[config.mk]
export PLATFORM = sky130hd
export DESIGN_NAME = seq_div_16bit
export DESIGN_NICKNAME = d
export VERILOG_FILES = /design/src/rtl/seq_div_16bit.sv
export SDC_FILE = /design/constraint.sdc
export NUM_CORES = 1
export LEC_CHECK = 0
export CORE_UTILIZATION = 38
export CTS_CLUSTER_SIZE = 20
export DETAILED_ROUTE_END_ITERATION = 6
export GPL_TIMING_DRIVEN = 0
export PLACE_DENSITY = 0.66
export SLEW_MARGIN = 20
export SYNTH_ARGS = -nofsm -noshare
export SYNTH_HDL_FRONTEND = slang
export SYNTH_SLANG_ARGS = --single-unit
export TNS_END_PERCENT = 5
[constraint.sdc]
create_clock -name clk -period 19.2 [get_ports clk]
set_input_delay 3.84 -clock clk [delete_from_list [all_inputs] [get_ports clk]]
set_output_delay 3.84 -clock clk [all_outputs]
set_load 0.05 [all_outputs]
[src/rtl/seq_div_16bit.sv]
// Iterative restoring divider: one quotient bit per clock, WIDTH iterations.
// Define SEQ_DIV_SIGNED_EN for two's-complement operands (sign-magnitude wrap around the unsigned core).
module seq_div_16bit #(
  parameter int unsigned WIDTH = 16
) (
  input  logic             clk,
  input  logic             rst,
  input  logic             start,
  input  logic [WIDTH-1:0] dividend,
  input  logic [WIDTH-1:0] divisor,
  output logic             busy,
  output logic             done,
  output logic [WIDTH-1:0] quotient,
  output logic [WIDTH-1:0] remainder,
  output logic             div_by_zero
);

  localparam int unsigned     CW   = (WIDTH > 1) ? $clog2(WIDTH) : 1;
  localparam logic [CW-1:0]   LAST = CW'(WIDTH - 1);
  localparam logic [WIDTH-1:0] ONE = WIDTH'(1);

  typedef enum logic [1:0] {IDLE, RUN, DONE} state_t;

  state_t           state_q;
  logic [WIDTH:0]   p_q, p_d;
  logic [WIDTH-1:0] q_q, q_d, d_q;
  logic [CW-1:0]    cnt_q;
  logic             busy_q, done_q, dbz_q;
  logic [WIDTH-1:0] quo_q, rem_q;

  logic [WIDTH:0]   trial_a, trial_b, trial_g, trial_p, trial_t;
  logic [WIDTH+1:0] carry;
  logic             borrow;
  logic [WIDTH-1:0] dvd_mag, dvs_mag, quo_fin, rem_fin;

`ifdef SEQ_DIV_SIGNED_EN
  logic neg_quo_q, neg_rem_q;
`endif

  // Trial subtract a + ~b + 1 built from explicit generate/propagate terms
  always_comb begin
    trial_a  = {p_q[WIDTH-1:0], q_q[WIDTH-1]};
    trial_b  = ~{1'b0, d_q};
    trial_g  = trial_a & trial_b;
    trial_p  = trial_a ^ trial_b;
    carry    = '0;
    carry[0] = 1'b1;
    for (int unsigned i = 0; i <= WIDTH; i++) begin
      carry[i+1] = trial_g[i] | (trial_p[i] & carry[i]);
    end
    trial_t = trial_p ^ carry[WIDTH:0];
    borrow  = trial_t[WIDTH];
    p_d     = borrow ? trial_a : trial_t;
    q_d     = {q_q[WIDTH-2:0], ~borrow};
  end

  always_comb begin
`ifdef SEQ_DIV_SIGNED_EN
    dvd_mag = dividend[WIDTH-1] ? (~dividend + ONE) : dividend;
    dvs_mag = divisor[WIDTH-1]  ? (~divisor + ONE)  : divisor;
    quo_fin = neg_quo_q ? (~q_d + ONE) : q_d;
    rem_fin = neg_rem_q ? (~p_d[WIDTH-1:0] + ONE) : p_d[WIDTH-1:0];
`else
    dvd_mag = dividend;
    dvs_mag = divisor;
    quo_fin = q_d;
    rem_fin = p_d[WIDTH-1:0];
`endif
  end

  always_ff @(posedge clk) begin
    if (rst) begin
      state_q <= IDLE;
      busy_q  <= 1'b0;
      done_q  <= 1'b0;
      dbz_q   <= 1'b0;
      quo_q   <= '0;
      rem_q   <= '0;
      p_q     <= '0;
      q_q     <= '0;
      d_q     <= '0;
      cnt_q   <= '0;
`ifdef SEQ_DIV_SIGNED_EN
      neg_quo_q <= 1'b0;
      neg_rem_q <= 1'b0;
`endif
    end else begin
      case (state_q)
        IDLE: begin
          done_q <= 1'b0;
          if (start) begin
            p_q   <= '0;
            q_q   <= dvd_mag;
            d_q   <= dvs_mag;
            cnt_q <= '0;
`ifdef SEQ_DIV_SIGNED_EN
            neg_quo_q <= dividend[WIDTH-1] ^ divisor[WIDTH-1];
            neg_rem_q <= dividend[WIDTH-1];
`endif
            if (divisor == '0) begin
              // Zero divisor skips RUN entirely and reports from here
              state_q <= DONE;
              done_q  <= 1'b1;
              dbz_q   <= 1'b1;
              quo_q   <= '1;
              rem_q   <= dividend;
            end else begin
              state_q <= RUN;
              busy_q  <= 1'b1;
              dbz_q   <= 1'b0;
            end
          end
        end
        RUN: begin
          p_q   <= p_d;
          q_q   <= q_d;
          cnt_q <= cnt_q + CW'(1);
          if (cnt_q == LAST) begin
            state_q <= DONE;
            busy_q  <= 1'b0;
            done_q  <= 1'b1;
            quo_q   <= quo_fin;
            rem_q   <= rem_fin;
          end
        end
        DONE: begin
          done_q  <= 1'b0;
          state_q <= IDLE;
        end
        default: state_q <= IDLE;
      endcase
    end
  end

  assign busy        = busy_q;
  assign done        = done_q;
  assign quotient    = quo_q;
  assign remainder   = rem_q;
  assign div_by_zero = dbz_q;

endmodule
Word level (Yosys, flattened, before mapping)
Cells that the tools add are included.

Register bits: 89. Input bits: 35. Output and inout bits: 35. Word-level logic and storage cells: 91.

$add $sub $neg: 1. Eq/ne operators: 7. Mux-type cells: 27. Bitwise gates (word level): 36. Reduce and logical (&&, ||, !) cells: 10.

Operators by type and width (number): $mux 16 (9); $pmux 16 s2 (4); $xor 17x17->17 (2); $not 16->17 (1); $and 16x16->16 (1); $logic_not 16->1 (1); $or 1x1->1 (16); $and 1x1->1 (15); $ne 2x2->1 const B (4); $pmux 4 s2 (1); $reduce_and 2->1 (4); $reduce_and 4->1 (2); $mux 1 (6); $mux 2 (3); $add 4x1->4 const B (1); $eq 4x4->1 const B (1); $mux 4 (1); $pmux 2 s2 (1); $pmux 1 s3 (1); $reduce_bool 3->1 (1); $eq 2x1->1 const B (1); $eq 2x2->1 const B (1); $logic_not 2->1 (1); $pmux 1 s2 (1); other kinds (2) (2).

Depth between registers and ports, before layout
Word-level depth: 37. Depth in mapped cells: 24. Depth with buffers taken out: 23.

Worst setup path before layout
Ideal clock, no wire load.

Kind: reg2reg. From: register q_q[15]. To: register rem_q[0], in the netlist remainder[0]. Setup time: 0.134 ns. Arrival time: 6.688 ns. Required time: 19.066 ns. Slack: 12.378 ns. Cell stages (with the launch flop): 25. Buffers on the path: 1. Clock period less this slack: 6.822 ns. Cell sequence: dfxtp_1 -> inv_1 -> ha_1 -> inv_1 -> fa_1 -> fa_1 -> fa_1 -> fa_1 -> fa_1 -> fa_1 -> fa_1 -> fa_1 -> fa_1 -> fa_1 -> fa_1 -> fa_1 -> fa_1 -> inv_1 -> fa_1 -> fa_1 -> xnor2_2 -> buf_4 -> or2_2 -> a31oi_1 -> a211oi_1.

Longest elaborated chain between the ends: 36. Elaborated cells on any way between the ends: 37. Classes of those cells: mux (3); bitwise (34).

RTL lines: from (decl) (RTL line 26) `logic [WIDTH-1:0] q_q, q_d, d_q;`; from (signal assigned) (RTL line 93) `q_q <= dvd_mag;`; from (signal assigned) (RTL line 116) `q_q <= q_d;`; $and 16x16->16 or $xor 17x17->17 (tied branches) (RTL line 44, 45); $or 1x1->1 (RTL line 49) `carry[i+1] = trial_g[i] | (trial_p[i] & carry[i]);`; $and 1x1->1 (RTL line 49); $or 1x1->1 (RTL line 49); $and 1x1->1 (RTL line 49); $or 1x1->1 (RTL line 49); $and 1x1->1 (RTL line 49); $or 1x1->1 (RTL line 49); (+20 left out); $and 1x1->1 (RTL line 49); $or 1x1->1 (RTL line 49); $and 1x1->1 (RTL line 49); $or 1x1->1 (RTL line 49); $xor 17x17->17 (RTL line 51) `trial_t = trial_p ^ carry[WIDTH:0];`; $mux 16 * (RTL line 53) `p_d = borrow ? trial_a : trial_t;`; $mux 16 * (RTL line 118) `if (cnt_q == LAST) begin`; $pmux 16 s2 * (RTL line 88) `case (state_q)`; to (signal assigned) (RTL line 106) `rem_q <= dividend;`; to (signal assigned) (RTL line 123) `rem_q <= rem_fin;`; to (decl) (RTL line 29) `logic [WIDTH-1:0] quo_q, rem_q;`.

Mark *: on every way between the ends. The rest lies on a longest branch, timed or not. The select of a mux whose other input is x is not followed. A chain may end at the register's enable or synchronous reset.

Worst setup path in the final report
From: register q_q[15]. To: register p_q[12].

Longest elaborated chain between the ends: 35. Elaborated cells on any way between the ends: 36. Classes of those cells: mux (2); bitwise (34).

RTL lines: $and 16x16->16 or $xor 17x17->17 (tied branches) (RTL line 44, 45); $or 1x1->1 * (RTL line 49); $and 1x1->1 * (RTL line 49); $or 1x1->1 * (RTL line 49); $and 1x1->1 * (RTL line 49); $or 1x1->1 * (RTL line 49); $and 1x1->1 * (RTL line 49); $or 1x1->1 * (RTL line 49); (+19 left out); $or 1x1->1 (RTL line 49); $and 1x1->1 (RTL line 49); $or 1x1->1 (RTL line 49); $and 1x1->1 (RTL line 49); $or 1x1->1 (RTL line 49); $xor 17x17->17 * (RTL line 51); $mux 16 * (RTL line 53); $pmux 16 s2 * (RTL line 88); to (signal assigned) (RTL line 115) `p_q <= p_d;`; to (decl) (RTL line 25) `logic [WIDTH:0] p_q, p_d;`.

Mark *: on every way between the ends. The rest lies on a longest branch, timed or not.

==> out/results.ini <==
[floorplanning]
design.portCount = 70
initial_core_util = 0.394
num_rows = 38
die_area_sq_um = 11800
fp.dieH_um = 108
core-area_sq_um = 10900
dieWidth_um = 108

[yosys]
syn_nets = 511
synth-main-ff-cell = dfxtp_1
synthTopCellsByArea = dfxtp_1 (41%), mux2i_1 (9.5%), fa_1 (7.0%)
yosysSeqAreaShare = 0.414
synth.most_common_cell = dfxtp_1
syn_inst = 456
synth_area_leader_cell = dfxtp_1
avgSynthCellArea_sq_um = 9.45
yosysTopAreaCellShare = 0.414
synth_cell_type_count = 42
synth_common_cells = dfxtp_1 (89), nand2_1 (61), nor2_1 (45), mux2i_1 (41)
async_flop_share = 0
synth_edf_count = 0
yosys_warnings = 0
syn_area_sq_um = 4310
ys_seq_elements = 89

[timing]
rsz0062_at_grt = false
finClkSkew_ns = 0.00859
fmax_mhz = 136
tightest_slew_ns = 0.713
hold_viol_final = 0
fin_hold_ws_ns = 0.455
fin_crit_sh = 0.384
post-route-min-period_ns = 7.37
worst_slack_ns = 11.83
setup_violations = 0
fin_setup_tns_ns = 0
max-slew-margin-rel = 0.511
maxSlewViolCount = 0

[clock_tree]
post_cts_resized = 0
cts_setup_buffers = 0
cts_max_level = 3
cts_root_buffer = clkbuf_16
cts_tree = yes
cts.sinks = 89
cts_made_buffers = 9
cts_buffer_depth = 2
hold_buffers = 0
clk_latency_ns = 0.34
clk_pin_slew_worst_paths_ns = 0.06

[worst_setup_path]
required_ns = 19.41
path_buf_inv = 4
slowest_delay_ns = 0.40
path_max_fanout = 10
cp_slowest_cell = fa_1
r2r_start = q_q[15]
path_class = reg2reg
worst_path_most_repeated_cell = fa_1
crit_chain = inv_1, ha_1, inv_1, fa_1, fa_1, fa_1, fa_1, fa_1, fa_1, fa_1, fa_1, fa_1, fa_1, fa_1, fa_1, fa_1, inv_1, fa_1, fa_1, xnor2_2, buf_4, mux2i_1, a2bb2oi_1, nor2_1
start_kind = register
crit_start = q_q[15]
crit_family = adder cells
crit_path_end_kind = register
arrival_ns = 7.58

[global_routing]
grt_max_degree = 15
grt_pass1_vias = 3468
antenna_found_initial = 0
grt_usage = 0.186
grt_pass1_wl_um = 16800
overflow = 0

[worst_hold_path]
worstHoldStart = d_q[2]
hold_class = reg2reg

[drt]
wl_per_cell_um = 15.7
drc = 0
avgViaCountPerCell = 5.20
drt_iter0_drc = 157
first_pass_iters = 6
num_vias = 3532
ant_nets = 0
finalWirelength_um = 10700

[job]
cap_violations = 0

[place]
preCtsSetupSlack_ns = 11.87
numPortBuffers = 68
place.gp.congestion = 0.803
dp_hpwl_um = 8290

[pwr]
finalPower_uw = 512
ir_worst_vdd_v = 0.0000535
p_per_area_nw_per_um2 = 93.2
leakagePower_nw = 1.98

[layout]
area_growth_pct = 27.5
final_nets = 590
fillers = 1045
drive_gt1_frac = 0.106
num_antenna_cells = 0

[outcome]
status = finished clean

per-stage QoR:
step | util | instance area [sq um] | instances
after floorplan | - | 4310 | 456
after global routing | 0.502 | 5490 | 679
after global placement | 0.472 | 5160 | 664
after CTS | 0.502 | 5490 | 679
after detailed placement | 0.472 | 5160 | 664
final | 0.502 | 5490 | 679
state kept, by name, indices dropped and copies added, names as in the netlist:
register	count
busy	1
cnt_q	4
d_q	16
div_by_zero	1
done	1
p_q	16
q_q	16
quotient	16
remainder	16
state_q	2
kinds of logic after synthesis:
group,synth area share
mux,0.0979
buf+inv,0.0677
simple gates,0.140
flops,0.414
compound gates,0.193
xor+xnor,0.00378
fa+ha+maj,0.0842
cells in the final DEF, fill, tap and decap left out, types with 2 or more instances in the layout:
| cell | n |
|---|---|
| clkbuf_1 | 15 |
| ha_1 | 5 |
| clkbuf_16 | 9 |
| nand3_1 | 4 |
| or2_2 | 2 |
| dfxtp_1 | 89 |
| nor3b_1 | 2 |
| nand2_1 | 61 |
| a2bb2oi_1 | 13 |
| buf_4 | 3 |
| a211oi_1 | 22 |
| nor2_1 | 45 |
| and2_1 | 2 |
| a31oi_1 | 4 |
| clkbuf_8 | 2 |
| inv_1 | 25 |
| clkdlybuf4s50_1 | 68 |
| buf_2 | 8 |
| nor4_1 | 4 |
| nor2b_1 | 5 |
| a221oi_1 | 3 |
| bufinv_16 | 2 |
| o21ai_0 | 5 |
| buf_6 | 5 |
| nor3_1 | 5 |
| buf_1 | 2 |
| fa_1 | 15 |
| nand4_1 | 2 |
| o221a_2 | 16 |
| a21oi_1 | 25 |
| mux2i_1 | 41 |
| a211o_1 | 14 |
metal layers:
| layer | vias to the layer above | wire length [um] | global-route usage |
|---|---|---|---|
| li1 | 1760 | - | - |
| met1 | 1665 | 5010 | 0.237 |
| met2 | 95 | 5020 | 0.320 |
| met3 | 12 | 517 | 0.0362 |
| met4 | 0 | 121 | 0.0521 |
| met5 | - | 0 | 0 |
layout make-up:
cell class / count / area (sq um) / area share
flip-flops and latches: 89 / 1780 / 0.324
clock buffers: 11 / 253 / 0.0460
clock inverters: 4 / 76.3 / 0.0139
multi-input cells: 308 / 2230 / 0.407
repair buffers: 68 / 681 / 0.124
inverters: 25 / 93.8 / 0.0171
well taps: 140 / 175 / 0.0319
plain buffers: 34 / 198 / 0.0360
worst min-delay path: stages (launching register included):
cell and delay, ns:
dfxtp_1 0.30, nand2_1 0.05, a21oi_1 0.05
worst paths after layout:
path	to	slack [ns]	cells after the start
max	p_q[12]	11.83	24
min	d_q[2]	0.46	2
max reg2reg	p_q[12]	11.83	24
min reg2reg	d_q[2]	0.46	2
where the power goes:
group	switching (mW)	leakage (nW)	internal (mW)
clock network	0.0727	0.158	0.121
registers	0.00803	0.724	0.195
logic	0.0657	1.10	0.0497
total	0.146	1.98	0.366
(Power assumes the default switching activity.)
